==> config.mk <==
export PLATFORM = sky130hd
export DESIGN_NAME = bram_sd_writer
export DESIGN_NICKNAME = d
export VERILOG_FILES = /design/src/rtl/bram_sd_writer.sv
export SDC_FILE = /design/constraint.sdc
export NUM_CORES = 1
export LEC_CHECK = 0
export CORE_UTILIZATION = 47
export CTS_CLUSTER_SIZE = 10
export DETAILED_ROUTE_END_ITERATION = 10
export PLACE_DENSITY = 0.76
export REMOVE_ABC_BUFFERS = 1
export SETUP_SLACK_MARGIN = 0.02
export SYNTH_ARGS = -nofsm -noshare
export SYNTH_HDL_FRONTEND = slang
export SYNTH_SLANG_ARGS = --single-unit
==> constraint.sdc <==
create_clock -name clk -period 3.5 [get_ports clk]
set_clock_uncertainty 0.15 [all_clocks]
set_input_delay 0.35 -clock clk [delete_from_list [all_inputs] [get_ports clk]]
set_output_delay 0.35 -clock clk [all_outputs]
set_load 0.02 [all_outputs]
==> src/rtl/bram_sd_writer.sv <==
// Streams a frame of 3-bit pixel bins from a read-latency BRAM into an SD
// controller as 512-byte sectors, one zero-extended pixel per byte.
module bram_sd_writer #(
    parameter int NUM_SECTORS  = 600,
    parameter int BRAM_LATENCY = 2
) (
    input  logic        clk,
    input  logic        reset_n,
    input  logic        start,
    input  logic [31:0] base_addr,
    output logic [18:0] bram_addr,
    output logic        bram_en,
    input  logic [2:0]  bram_dout,
    input  logic        sd_ready,
    output logic        sd_wr,
    output logic [31:0] sd_address,
    output logic [7:0]  sd_din,
    input  logic        sd_ready_for_next_byte,
    output logic        busy,
    output logic        done,
    output logic [9:0]  sectors_written
);

    typedef enum logic [2:0] {IDLE, PREFETCH, ISSUE, STREAM, FINISH, DONE} state_t;

    localparam logic [18:0] LAST_PIXEL  = 19'(NUM_SECTORS * 512 - 1);
    localparam logic [9:0]  LAST_SECTOR = 10'(NUM_SECTORS - 1);

    state_t                  state;
    logic [18:0]             pixel_ptr;
    logic [8:0]              byte_cnt;
    logic [31:0]             base_q;
    logic                    rfnb_q;
    logic [BRAM_LATENCY-1:0] rd_pipe;
    logic                    have_next;

    logic        byte_rise;
    logic        fetch_busy;
    logic [18:0] ptr_next;

    assign byte_rise  = sd_ready_for_next_byte & ~rfnb_q;
    assign fetch_busy = bram_en | (|rd_pipe);
    // The pointer parks on the final pixel instead of running past the frame.
    assign ptr_next   = (pixel_ptr == LAST_PIXEL) ? pixel_ptr : pixel_ptr + 19'd1;

    function automatic logic [31:0] sector_addr(input logic [31:0] base, input logic [9:0] idx);
        return base + {13'd0, idx, 9'd0};
    endfunction

    always_ff @(posedge clk) begin
        if (!reset_n) begin
            state           <= IDLE;
            pixel_ptr       <= '0;
            byte_cnt        <= '0;
            base_q          <= '0;
            rfnb_q          <= 1'b0;
            rd_pipe         <= '0;
            have_next       <= 1'b0;
            bram_addr       <= '0;
            bram_en         <= 1'b0;
            sd_wr           <= 1'b0;
            sd_address      <= '0;
            sd_din          <= '0;
            busy            <= 1'b0;
            done            <= 1'b0;
            sectors_written <= '0;
        end else begin
            rfnb_q  <= sd_ready_for_next_byte;
            bram_en <= 1'b0;
            for (int i = BRAM_LATENCY - 1; i > 0; i--) rd_pipe[i] <= rd_pipe[i-1];
            rd_pipe[0] <= bram_en;

            unique case (state)
                IDLE, DONE: begin
                    if (start) begin
                        sectors_written <= '0;
                        base_q          <= base_addr & ~32'h1FF;
                        busy            <= 1'b1;
                        done            <= 1'b0;
                        have_next       <= 1'b0;
                        // Pointer restarts at 0; pixel 0 is requested right away.
                        bram_en         <= 1'b1;
                        bram_addr       <= '0;
                        pixel_ptr       <= 19'd1;
                        state           <= PREFETCH;
                    end
                end
                PREFETCH: begin
                    if (have_next && sd_ready) begin
                        sd_wr      <= 1'b1;
                        sd_address <= sector_addr(base_q, sectors_written);
                        state      <= ISSUE;
                    end
                end
                ISSUE: begin
                    if (!sd_ready) begin
                        sd_wr    <= 1'b0;
                        byte_cnt <= '0;
                        state    <= STREAM;
                    end
                end
                STREAM: begin
                    if (byte_rise) begin
                        byte_cnt  <= byte_cnt + 9'd1;
                        have_next <= 1'b0;
                        if (byte_cnt == 9'd511) begin
                            state <= FINISH;
                            // Last edge of a sector fetches byte 0 of the next one, if any.
                            if (sectors_written != LAST_SECTOR) begin
                                bram_en   <= 1'b1;
                                bram_addr <= pixel_ptr;
                                pixel_ptr <= ptr_next;
                            end
                        end else begin
                            bram_en   <= 1'b1;
                            bram_addr <= pixel_ptr;
                            pixel_ptr <= ptr_next;
                        end
                    end
                end
                FINISH: begin
                    if (sd_ready && !fetch_busy) begin
                        sectors_written <= sectors_written + 10'd1;
                        if (sectors_written == LAST_SECTOR) begin
                            busy  <= 1'b0;
                            done  <= 1'b1;
                            state <= DONE;
                        end else if (have_next) begin
                            sd_wr      <= 1'b1;
                            sd_address <= sector_addr(base_q, sectors_written + 10'd1);
                            state      <= ISSUE;
                        end else begin
                            bram_en   <= 1'b1;
                            bram_addr <= pixel_ptr;
                            pixel_ptr <= ptr_next;
                            state     <= PREFETCH;
                        end
                    end
                end
                default: state <= IDLE;
            endcase

            // NOTE: placed after the case so a landing BRAM word overrides the
            // have_next clear above; with non-blocking assignments the last write wins.
            if (rd_pipe[BRAM_LATENCY-1]) begin
                sd_din    <= {5'b0, bram_dout};
                have_next <= 1'b1;
            end
        end
    end

endmodule

# Word-level counts from Yosys, hierarchy flattened
# Index checks and enable logic that the tools add are counted.
[word_totals] reg_bits=126 inputBits=40 output_inout_bits=73 elab_cells=128
[op_classes] add_sub_neg=5 n_eq_ne=22 n_mux=62 n_bitwise=3 n_reduce_logical=21
[op_table] operator="2-to-1 mux 19 bit" count=15
[op_table] operator="2-to-1 mux 32 bit" count=4
[op_table] operator="one-hot mux 19 bit (3 select lines)" count=2
[op_table] operator="adder 32 x 19 -> 32 bit" count=2
[op_table] operator="one-hot mux 32 bit (2 select lines)" count=1
[op_table] operator="2-to-1 mux 3 bit" count=7
[op_table] operator="2-to-1 mux 1 bit" count=20
[op_table] operator="2-to-1 mux 10 bit" count=2
[op_table] operator="!= test 2 bit (second input constant)" count=10
[op_table] operator="one-hot mux 10 bit (2 select lines)" count=1
[op_table] operator="adder 19 x 1 -> 19 bit (second input constant)" count=1
[op_table] operator="== test 19 bit (second input constant)" count=1
[op_table] operator="2-to-1 mux 9 bit" count=2
[op_table] operator="one-hot mux 9 bit (2 select lines)" count=1
[op_table] operator="one-hot mux 3 bit (5 select lines)" count=1
[op_table] operator="AND reduction 6 bit" count=2
[op_table] operator="adder 10 x 1 -> 10 bit (second input constant)" count=1
[op_table] operator="== test 10 bit (second input constant)" count=1
[op_table] operator="!= test 10 bit (second input constant)" count=1
[op_table] operator="adder 9 x 1 -> 9 bit (second input constant)" count=1
[op_table] operator="== test 9 bit (second input constant)" count=1
[op_table] operator="!= test 3 bit (second input constant)" count=3
[op_table] operator="AND reduction 3 bit" count=3
[op_table] operator="nonzero test 3 bit" count=3
[op_table] operator="18 further kinds" count=27

# Logic depth before layout (Yosys ltp)
# Gate-level depths: netlist of run 1.
[logic_depth] depth_word=6 depth_mapped=15 ltp_nobuf=13

# Worst setup path after synthesis of run 1
# No wires, ideal clock.
[synth_timing] path_kind="register to register" from="register state[0]" to="register sd_address[31]" setup_time_ps=133 t_arrival_ps=3456 required_ps=3217 path_slack_ps=-239 path_stages_with_launch=16 n_path_buf=3 period_less_slack_ps=3739 cell_sequence="dfxtp_1 clkbuf_1 or3b_2 buf_4 inv_1 clkbuf_1 ha_1 inv_1 ha_1 fa_1 a21oi_1 nor3_1 o31ai_1 a2111oi_0 xnor2_1 a21oi_1"
[synth_via] elab_chain_len=3 word_cells_on_any_way=9 classes_between="eq/ne: 6; mux: 1; reduce/logical: 2"
[synth_rtl] item="start, declared" line_no="29" rtl="state_t state;"
[synth_rtl] item="start signal, assigned" line_no="52" rtl="state <= IDLE;"
[synth_rtl] item="start signal, assigned" line_no="85" rtl="state <= PREFETCH;"
[synth_rtl] item="start signal, assigned" line_no="92" rtl="state <= ISSUE;"
[synth_rtl] item="== test 3 x 1 -> 1 bit or == test 3 bit (tied branches)" line_no="73" rtl="unique case (state)"
[synth_rtl] item="!= test 2 bit (no line) or nonzero test 2 bit (tied branches)"
[synth_rtl] item="AND reduction 5 bit (no line)"
[synth_rtl] item="end signal, assigned" line_no="91" rtl="sd_address <= sector_addr(base_q, sectors_written);"
[synth_rtl] item="end signal, assigned" line_no="130" rtl="sd_address <= sector_addr(base_q, sectors_written + 10'd1);"
[synth_rtl] item="end, declared" line_no="16" rtl="output logic [31:0] sd_address,"
# Parallel ways exist; a longest one is shown, timed or not.
# A chain may end at the register's enable or synchronous reset.

# Worst setup path in the final report of run 1
[layout_timing] from="register sectors_written[1]" to="register sd_address[31]"
[layout_via] elab_chain_len=6 word_cells_on_any_way=11 classes_between="add/sub: 3; eq/ne: 2; mux: 5; reduce/logical: 1"
[layout_rtl] item="start, declared" line_no="21" rtl="output logic [9:0] sectors_written"
[layout_rtl] item="start signal, assigned" line_no="123" rtl="sectors_written <= sectors_written + 10'd1;"
[layout_rtl] item="adder 10 x 1 -> 10 bit" line_no="130"
[layout_rtl] item="adder 32 x 19 -> 32 bit" line_no="47" rtl="return base + {13'd0, idx, 9'd0};"
[layout_rtl] item="2-to-1 mux 32 bit" line_no="128" rtl="end else if (have_next) begin"
[layout_rtl] item="2-to-1 mux 32 bit" line_no="124" rtl="if (sectors_written == LAST_SECTOR) begin"
[layout_rtl] item="2-to-1 mux 32 bit" line_no="122" rtl="if (sd_ready && !fetch_busy) begin"
[layout_rtl] item="one-hot mux 32 bit (2 select lines)" line_no="73"
# Parallel ways exist; a longest one is shown, timed or not. The select of a mux whose other input is x is not followed.

==> results of run 1 <==
cell usage in the layout (no fill, tap or decap), types with 4 or more instances in the layout:
cell type | Yosys | routed
nand2_1 | 126 | 126
dfxtp_1 | 117 | 117
a21oi_1 | 92 | 91
clkdlybuf4s50_1 | 0 | 89
nor2_1 | 48 | 48
nand3_1 | 47 | 47
xnor2_1 | 30 | 30
o21ai_0 | 27 | 27
buf_4 | 15 | 24
clkbuf_16 | 0 | 17
a211oi_1 | 15 | 15
ha_1 | 15 | 15
conb_1 | 1 | 14
nor3_1 | 13 | 13
and3_1 | 12 | 12
nand4_1 | 11 | 11
or3_1 | 11 | 11
inv_1 | 11 | 10
xor2_1 | 9 | 9
nor2b_1 | 7 | 7
nor4_1 | 7 | 7
clkinvlp_4 | 0 | 6
a21boi_0 | 6 | 6
mux2i_1 | 6 | 6
nor4b_1 | 5 | 5
o21a_1 | 5 | 5
and2_1 | 5 | 5
o31ai_1 | 5 | 5
nor3b_1 | 4 | 4
and4_1 | 4 | 4
critical path: stages, from the launching register on:
cell       delay, ns
dfxtp_1         0.34
ha_1            0.24
nand3_1         0.20
or2_2           0.37
nor2_1          0.12
xor2_1          0.10
ha_1            0.31
nand4_1         0.16
nor3_1          0.21
o31ai_1         0.11
buf_4           0.18
a2111oi_1       0.47
xnor2_1         0.17
a21oi_1         0.08
power breakdown:
group          switching, W  total, W  internal, W
Clock              0.000667   0.00165     0.000980
Sequential        0.0000842   0.00151      0.00143
Combinational      0.000732   0.00111     0.000376
Total               0.00148   0.00427      0.00279
area by class of cell:
type | instances | area [um2]
Inverter | 13 | 52.6
Clock buffer | 18 | 429
Timing Repair Buffer | 114 | 1090
Sequential cell | 117 | 2340
Tap cell | 168 | 210
Multi-Input combinational cell | 568 | 3250
Clock inverter | 14 | 130
Fill cell | 1071 | 4600
worst min path at each step:
stage | to | slack (ns) | cells past startpoint
3_5_place_dp | sd_wr | 0.29 | 2
4_1_cts | sd_wr | 0.30 | 2
2_1_floorplan | byte_cnt[8] | 0.29 | 2
6_report | bram_addr[10] | 0.30 | 2
5_1_grt | bram_addr[16] | 0.31 | 2
3_3_place_gp | sd_wr | 0.29 | 2
per-layer routing:
layer  GRT usage [%]  vias up  share of wire, %
met5               0        -                 0
met4            8.86        0               1.7
met3            6.00       31               6.4
met2            39.6      230                49
met1            29.5     2625                43
li1                -     2761                 -
kinds of logic (layout without fill, tap and decap cells):
| logic type | Yosys count | after routing |
|---|---|---|
| AOI/OAI and AO/OA | 174 | 174 |
| xor gates and xnor gates | 39 | 39 |
| muxes | 6 | 6 |
| DFF | 117 | 117 |
| and+or+nand+nor | 319 | 319 |
| adders and majority gates | 16 | 16 |
| buffers and inverters | 68 | 159 |
| other | 1 | 14 |
synth_stat cells (7+ instances only):
| master | number | area [um2] |
|---|---|---|
| a211oi_1 | 15 | 113 |
| buf_4 | 15 | 113 |
| inv_1 | 11 | 41.3 |
| or3_1 | 11 | 68.8 |
| nand3_1 | 47 | 235 |
| and3_1 | 12 | 75.1 |
| nor2_1 | 48 | 180 |
| ha_1 | 15 | 188 |
| a21oi_1 | 92 | 460 |
| nor4_1 | 7 | 43.8 |
| clkbuf_1 | 35 | 131 |
| nor2b_1 | 7 | 43.8 |
| nand2_1 | 126 | 473 |
| nand4_1 | 11 | 68.8 |
| xor2_1 | 9 | 78.8 |
| dfxtp_1 | 117 | 2340 |
| nor3_1 | 13 | 65.1 |
| xnor2_1 | 30 | 263 |
| o21ai_0 | 27 | 135 |
state kept, by name, indices dropped and copies added, names as in the netlist:
signal and cells:
sd_din 3, sectors_written 10, busy 1, sd_wr 1
rfnb_q 1, pixel_ptr 19, state 3, bram_en 1
done 1, base_q 23, rd_pipe 2, sd_address 23
byte_cnt 9, bram_addr 19, have_next 1
metrics by stage:
stage	hold slack, ns	area (um2)	cells	total power, W	setup slack, ns
floorplan	0.286	5640	698	0.00222	-0.342
global placement	0.288	6940	980	0.00259	0.213
detailed placement	0.289	6940	980	0.00263	0.142
CTS	0.299	7500	1012	0.00426	0.117
global route	0.309	7510	1012	0.00446	0.0451
finish	0.296	7510	1012	0.00427	0.181
==> flow_metrics.py, run 1 <==
metrics = {
    "final_layout": {
        "finish.utilization_pct": 62.0,
        "drive_gt1_share_pct": 8.06,
        "fin_nets": 887,
        "diodes": 0,
        "syn_to_final_growth_pct": 28.0,
    },
    "flow_run": {
        "maxCapViolations": 0,
    },
    "worst_setup_path": {
        "endpoint_kind": "register",
        "crit_end": "sd_address[31]",
        "reg2reg_from": "sectors_written[1]",
        "criticalPathCategory": "register to register",
        "cp_max_fo": 8,
        "arrival_ns": 3.47,
        "r2r_end": "sd_address[31]",
        "cp.required_ns": 3.65,
        "r2r_cells": 13,
        "worstSetupStartpoint": "sectors_written[1]",
        "rrSetupSlack_ns": 0.18,
        "startpoint_type": "register",
    },
    "synth": {
        "synth_cell_types": 59,
        "synthXorXnorAreaFrac_pct": 5.82,
        "synthFlopType": "dfxtp_1",
        "ys.warnings.count": 0,
        "syn_area_um2": 5860,
        "async_reset_ff_share_pct": 0,
        "synth_compound_area_share_pct": 17.7,
        "synth-edff-count": 0,
        "syn_area_per_cell_um2": 7.92,
        "synth-simple-area-share_pct": 26.4,
        "ys_ff_latch": 117,
        "netlist_instances": 740,
        "synth_top_family_by_area": "simple AND/OR/NAND/NOR gates",
        "synth_mux_area_share_pct": 1.02,
        "synthAdderAreaFrac_pct": 3.54,
        "yosysSeqAreaShare_pct": 39.9,
    },
    "clocking": {
        "cts_hold_buffers": 0,
        "cts_setup_buffers": 0,
        "cts_buffer_depth": 2,
        "root_buffer": "clkbuf_16",
        "ctsHtreeMaxLevel": 4,
        "cts_buffers": 17,
        "post_cts_resized": 0,
        "clk_latency_ns": 0.42,
        "clk_pin_slew_ns": 0.06,
        "cts_tree": "built",
        "cts_sinks": 117,
    },
    "timing": {
        "max_slew_margin_pct": 24.9,
        "setup_tns_ns": 0,
        "finalMaxSlewViolations": 0,
        "rsz0062_at_grt": "no",
        "setup-violations-final": 0,
        "final-hold-violation-count": 0,
        "worst_pin_slew_ns": 1.11,
        "post-route-period-util_pct": 94.8,
        "max_freq_mhz": 301,
        "min_period_ns": 3.32,
    },
    "route": {
        "viasPerCell": 5.58,
        "drt-total-wl_um": 15000,
        "postRouteAntennaNets": 0,
        "drt_iter0_drc": 526,
        "route.detailed.drc": 0,
        "first_pass_iters": 5,
        "vias": 5647,
        "drt-wirelength-per-cell_um": 14.8,
    },
    "placement": {
        "dpl.hpwl_um": 10300,
        "gp_congestion": 0.956,
        "numPortBuffers": 89,
    },
    "global_route": {
        "grt-ovfl-total": 0,
        "gr-usage-all-layers_pct": 23.7,
        "antenna_found_initial": 0,
        "grt_pass1_vias": 5303,
        "grt_max_degree": 43,
        "grt_first_pass_wirelength_um": 24500,
    },
    "outcome": {
        "status": "complete, no violations",
    },
    "power": {
        "p_leak_nw": 2.68,
        "power_density_nw_per_um2": 569,
        "ir_worst_vdd_mv": 0.436,
    },
    "floorplan": {
        "die_w_um": 114,
        "dieHeight_um": 114,
        "start_util_pct": 48.4,
        "row_count": 40,
        "die_area_um2": 12900,
        "coreArea_um2": 12100,
        "io_pins": 113,
    },
    "worst_hold_path": {
        "hp-start": "bram_addr[10]",
        "hp-class": "register to register",
    },
}
(Power assumes the default switching activity.)
==> inputs of run 2 (changes only) <==
--- a/config.mk
+++ b/config.mk
@@ -5,9 +5,11 @@
 export SDC_FILE = /design/constraint.sdc
 export NUM_CORES = 1
 export LEC_CHECK = 0
+export CAP_MARGIN = 10
 export CORE_UTILIZATION = 47
 export CTS_CLUSTER_SIZE = 10
 export DETAILED_ROUTE_END_ITERATION = 10
+export GPL_ROUTABILITY_DRIVEN = 0
 export PLACE_DENSITY = 0.76
 export REMOVE_ABC_BUFFERS = 1
 export SETUP_SLACK_MARGIN = 0.02
==> flow_metrics.py, run 2 (synthesis results as in run 1) <==
metrics = {
    "worst_setup_path": {
        "criticalPathCategory": "register to register",
        "cp.required_ns": 3.65,
        "critical_path.max_stage_delay_ns": 0.49,
        "arrival_ns": 3.39,
        "crit_slowest_cell": "or3b_2",
        "endpoint_kind": "register",
        "worst_path_most_repeated_cell": "a21oi_1",
        "cp_max_fo": 8,
        "startpoint_type": "register",
        "worstPathCellList": "or3b_2 -> clkinvlp_4 -> ha_1 -> inv_1 -> ha_1 -> fa_1 -> a21oi_1 -> nor3_1 -> o31ai_1 -> buf_4 -> a21oi_1 -> o21ai_0 -> a21oi_1",
    },
    "power": {
        "finalPower_w": 0.00448,
        "p_leak_nw": 2.72,
        "ir_worst_vdd_mv": 0.305,
        "comb_power_share_pct": 24.6,
        "clock_power_share_pct": 41.7,
        "power.internal_w": 0.00305,
        "p_sw_w": 0.00143,
        "power_density_nw_per_um2": 591,
        "switching_share_pct": 31.9,
        "seqPwrFrac_pct": 33.8,
    },
    "timing": {
        "min_period_ns": 3.25,
        "post-route-period-util_pct": 92.7,
        "final-hold-violation-count": 0,
        "timing.final.ws_setup_ns": 0.255,
        "max_slew_margin_pct": 41.9,
        "rsz0062_at_grt": "yes",
        "worst_pin_slew_ns": 0.859,
        "max_freq_mhz": 308,
        "finalMaxSlewViolations": 0,
        "fin_hold_ws_ns": 0.296,
        "setup-violations-final": 0,
    },
    "floorplan": {
        "die_w_um": 114,
        "start_util_pct": 48.4,
        "die_area_um2": 12900,
        "coreArea_um2": 12100,
        "io_pins": 113,
        "row_count": 40,
        "dieHeight_um": 114,
    },
    "final_layout": {
        "multi_input_area_um2": 3260,
        "final_common_cell": "nand2_1",
        "fillers": 1065,
        "seq_area_um2": 2340,
        "fin_nets": 888,
        "final_cell_mix": "nand2_1, dfxtp_1, a21oi_1",
        "reg.largest.list": "base_q x23, sd_address x23",
        "finish.utilization_pct": 62.7,
        "diodes": 0,
        "syn_to_final_growth_pct": 29.4,
        "final_cells": 1013,
        "drive_gt1_share_pct": 8.40,
    },
    "route": {
        "first_pass_iters": 6,
        "vias": 5674,
        "drt-total-wl_um": 14900,
        "drt_iter0_drc": 458,
        "drt-wirelength-per-cell_um": 14.7,
        "viasPerCell": 5.60,
        "route.detailed.drc": 0,
        "postRouteAntennaNets": 0,
    },
    "placement": {
        "preCtsSetupSlack_ns": 0.179,
        "place_inst": 980,
        "numPortBuffers": 89,
        "dpl.hpwl_um": 10300,
    },
    "clocking": {
        "root_buffer": "clkbuf_16",
        "clk_latency_ns": 0.42,
        "cts_tree": "built",
        "cts_sinks": 117,
        "clk_pin_slew_ns": 0.05,
        "ctsHtreeMaxLevel": 4,
        "cts_buffer_depth": 2,
        "cts_buffers": 17,
    },
    "flow_run": {
        "maxCapViolations": 0,
    },
    "global_route": {
        "grt_max_degree": 41,
        "grt-ovfl-total": 0,
        "gr-usage-all-layers_pct": 24.3,
        "grt_pass1_vias": 5302,
        "grt_first_pass_wirelength_um": 25000,
        "antenna_found_initial": 0,
    },
    "worst_hold_path": {
        "hp-class": "register to register",
    },
    "outcome": {
        "status": "complete, no violations",
    },
}
run 2: changes by cell type in the layout (fill, tap and decap cells not counted):
cell / previous run / this run
clkbuf_1: 1 / 0
buf_12: 1 / 0
bufinv_16: 1 / 4
clkbuf_8: 0 / 3
inv_6: 3 / 0
a2111oi_2: 0 / 1
clkbuf_2: 0 / 1
buf_4: 24 / 25
clkinv_4: 3 / 1
a2111oi_1: 1 / 0
run 2: final cells by class:
cell class | instances | area share, %
clock inverters | 12 | 2.32
clock buffers | 20 | 6.15
multi-input cells | 568 | 42.9
well taps | 168 | 2.77
inverters | 13 | 0.692
repair buffers | 115 | 14.3
flip-flops and latches | 117 | 30.9
run 2: layer usage:
layer	up-vias	part of all wire, %	track usage (%)
met1	2666	43	30.2
met4	0	1.7	9.74
met5	-	0	0
met2	210	49	41.1
met3	27	6.1	5.26
li1	2771	-	-
run 2: critical path, delay by kind of cell (launching register included):
| kind | cells | cell delay (ns) |
|---|---|---|
| adder cells (fa/ha/maj) | 3 | 0.75 |
| flip-flops | 1 | 0.33 |
| buffers and inverters | 3 | 0.43 |
| AND/OR/NAND/NOR | 2 | 0.56 |
| AO/OA/AOI/OAI | 5 | 0.90 |
run 2: through the flow:
step / setup TNS [ns] / instance area, um2
CTS: 0 / 7570
detailed placement: 0 / 6930
finish: 0 / 7590
floorplan: -1.95 / 5640
global placement: 0 / 6930
global route: 0 / 7590
run 2: path summary, 6_finish.rpt:
check | start | to | slack, ns | cells after the start
setup / recovery | state[2] | sd_address[19] | 0.25 | 13
hold / removal | sd_wr | sd_wr | 0.30 | 2
setup reg to reg | state[2] | sd_address[19] | 0.25 | 13
hold reg to reg | sd_wr | sd_wr | 0.30 | 2
run 2: what timing repair did:
| item | 4_1_cts | 5_1_grt |
|---|---|---|
| setup endpoints to repair | 0 | 8 |
| hold buffers | 0 | 0 |
| buffers inserted | 0 | 0 |
| resized for setup | 0 | 4 |
run 2: power by group through the flow:
stage,Combinational [W],Sequential [W],Clock [W]
floorplan,0.000640,0.00158,0
global placement,0.00105,0.00153,0
detailed placement,0.00108,0.00154,0
CTS,0.00109,0.00151,0.00188
global route,0.00122,0.00153,0.00196
finish,0.00110,0.00151,0.00187
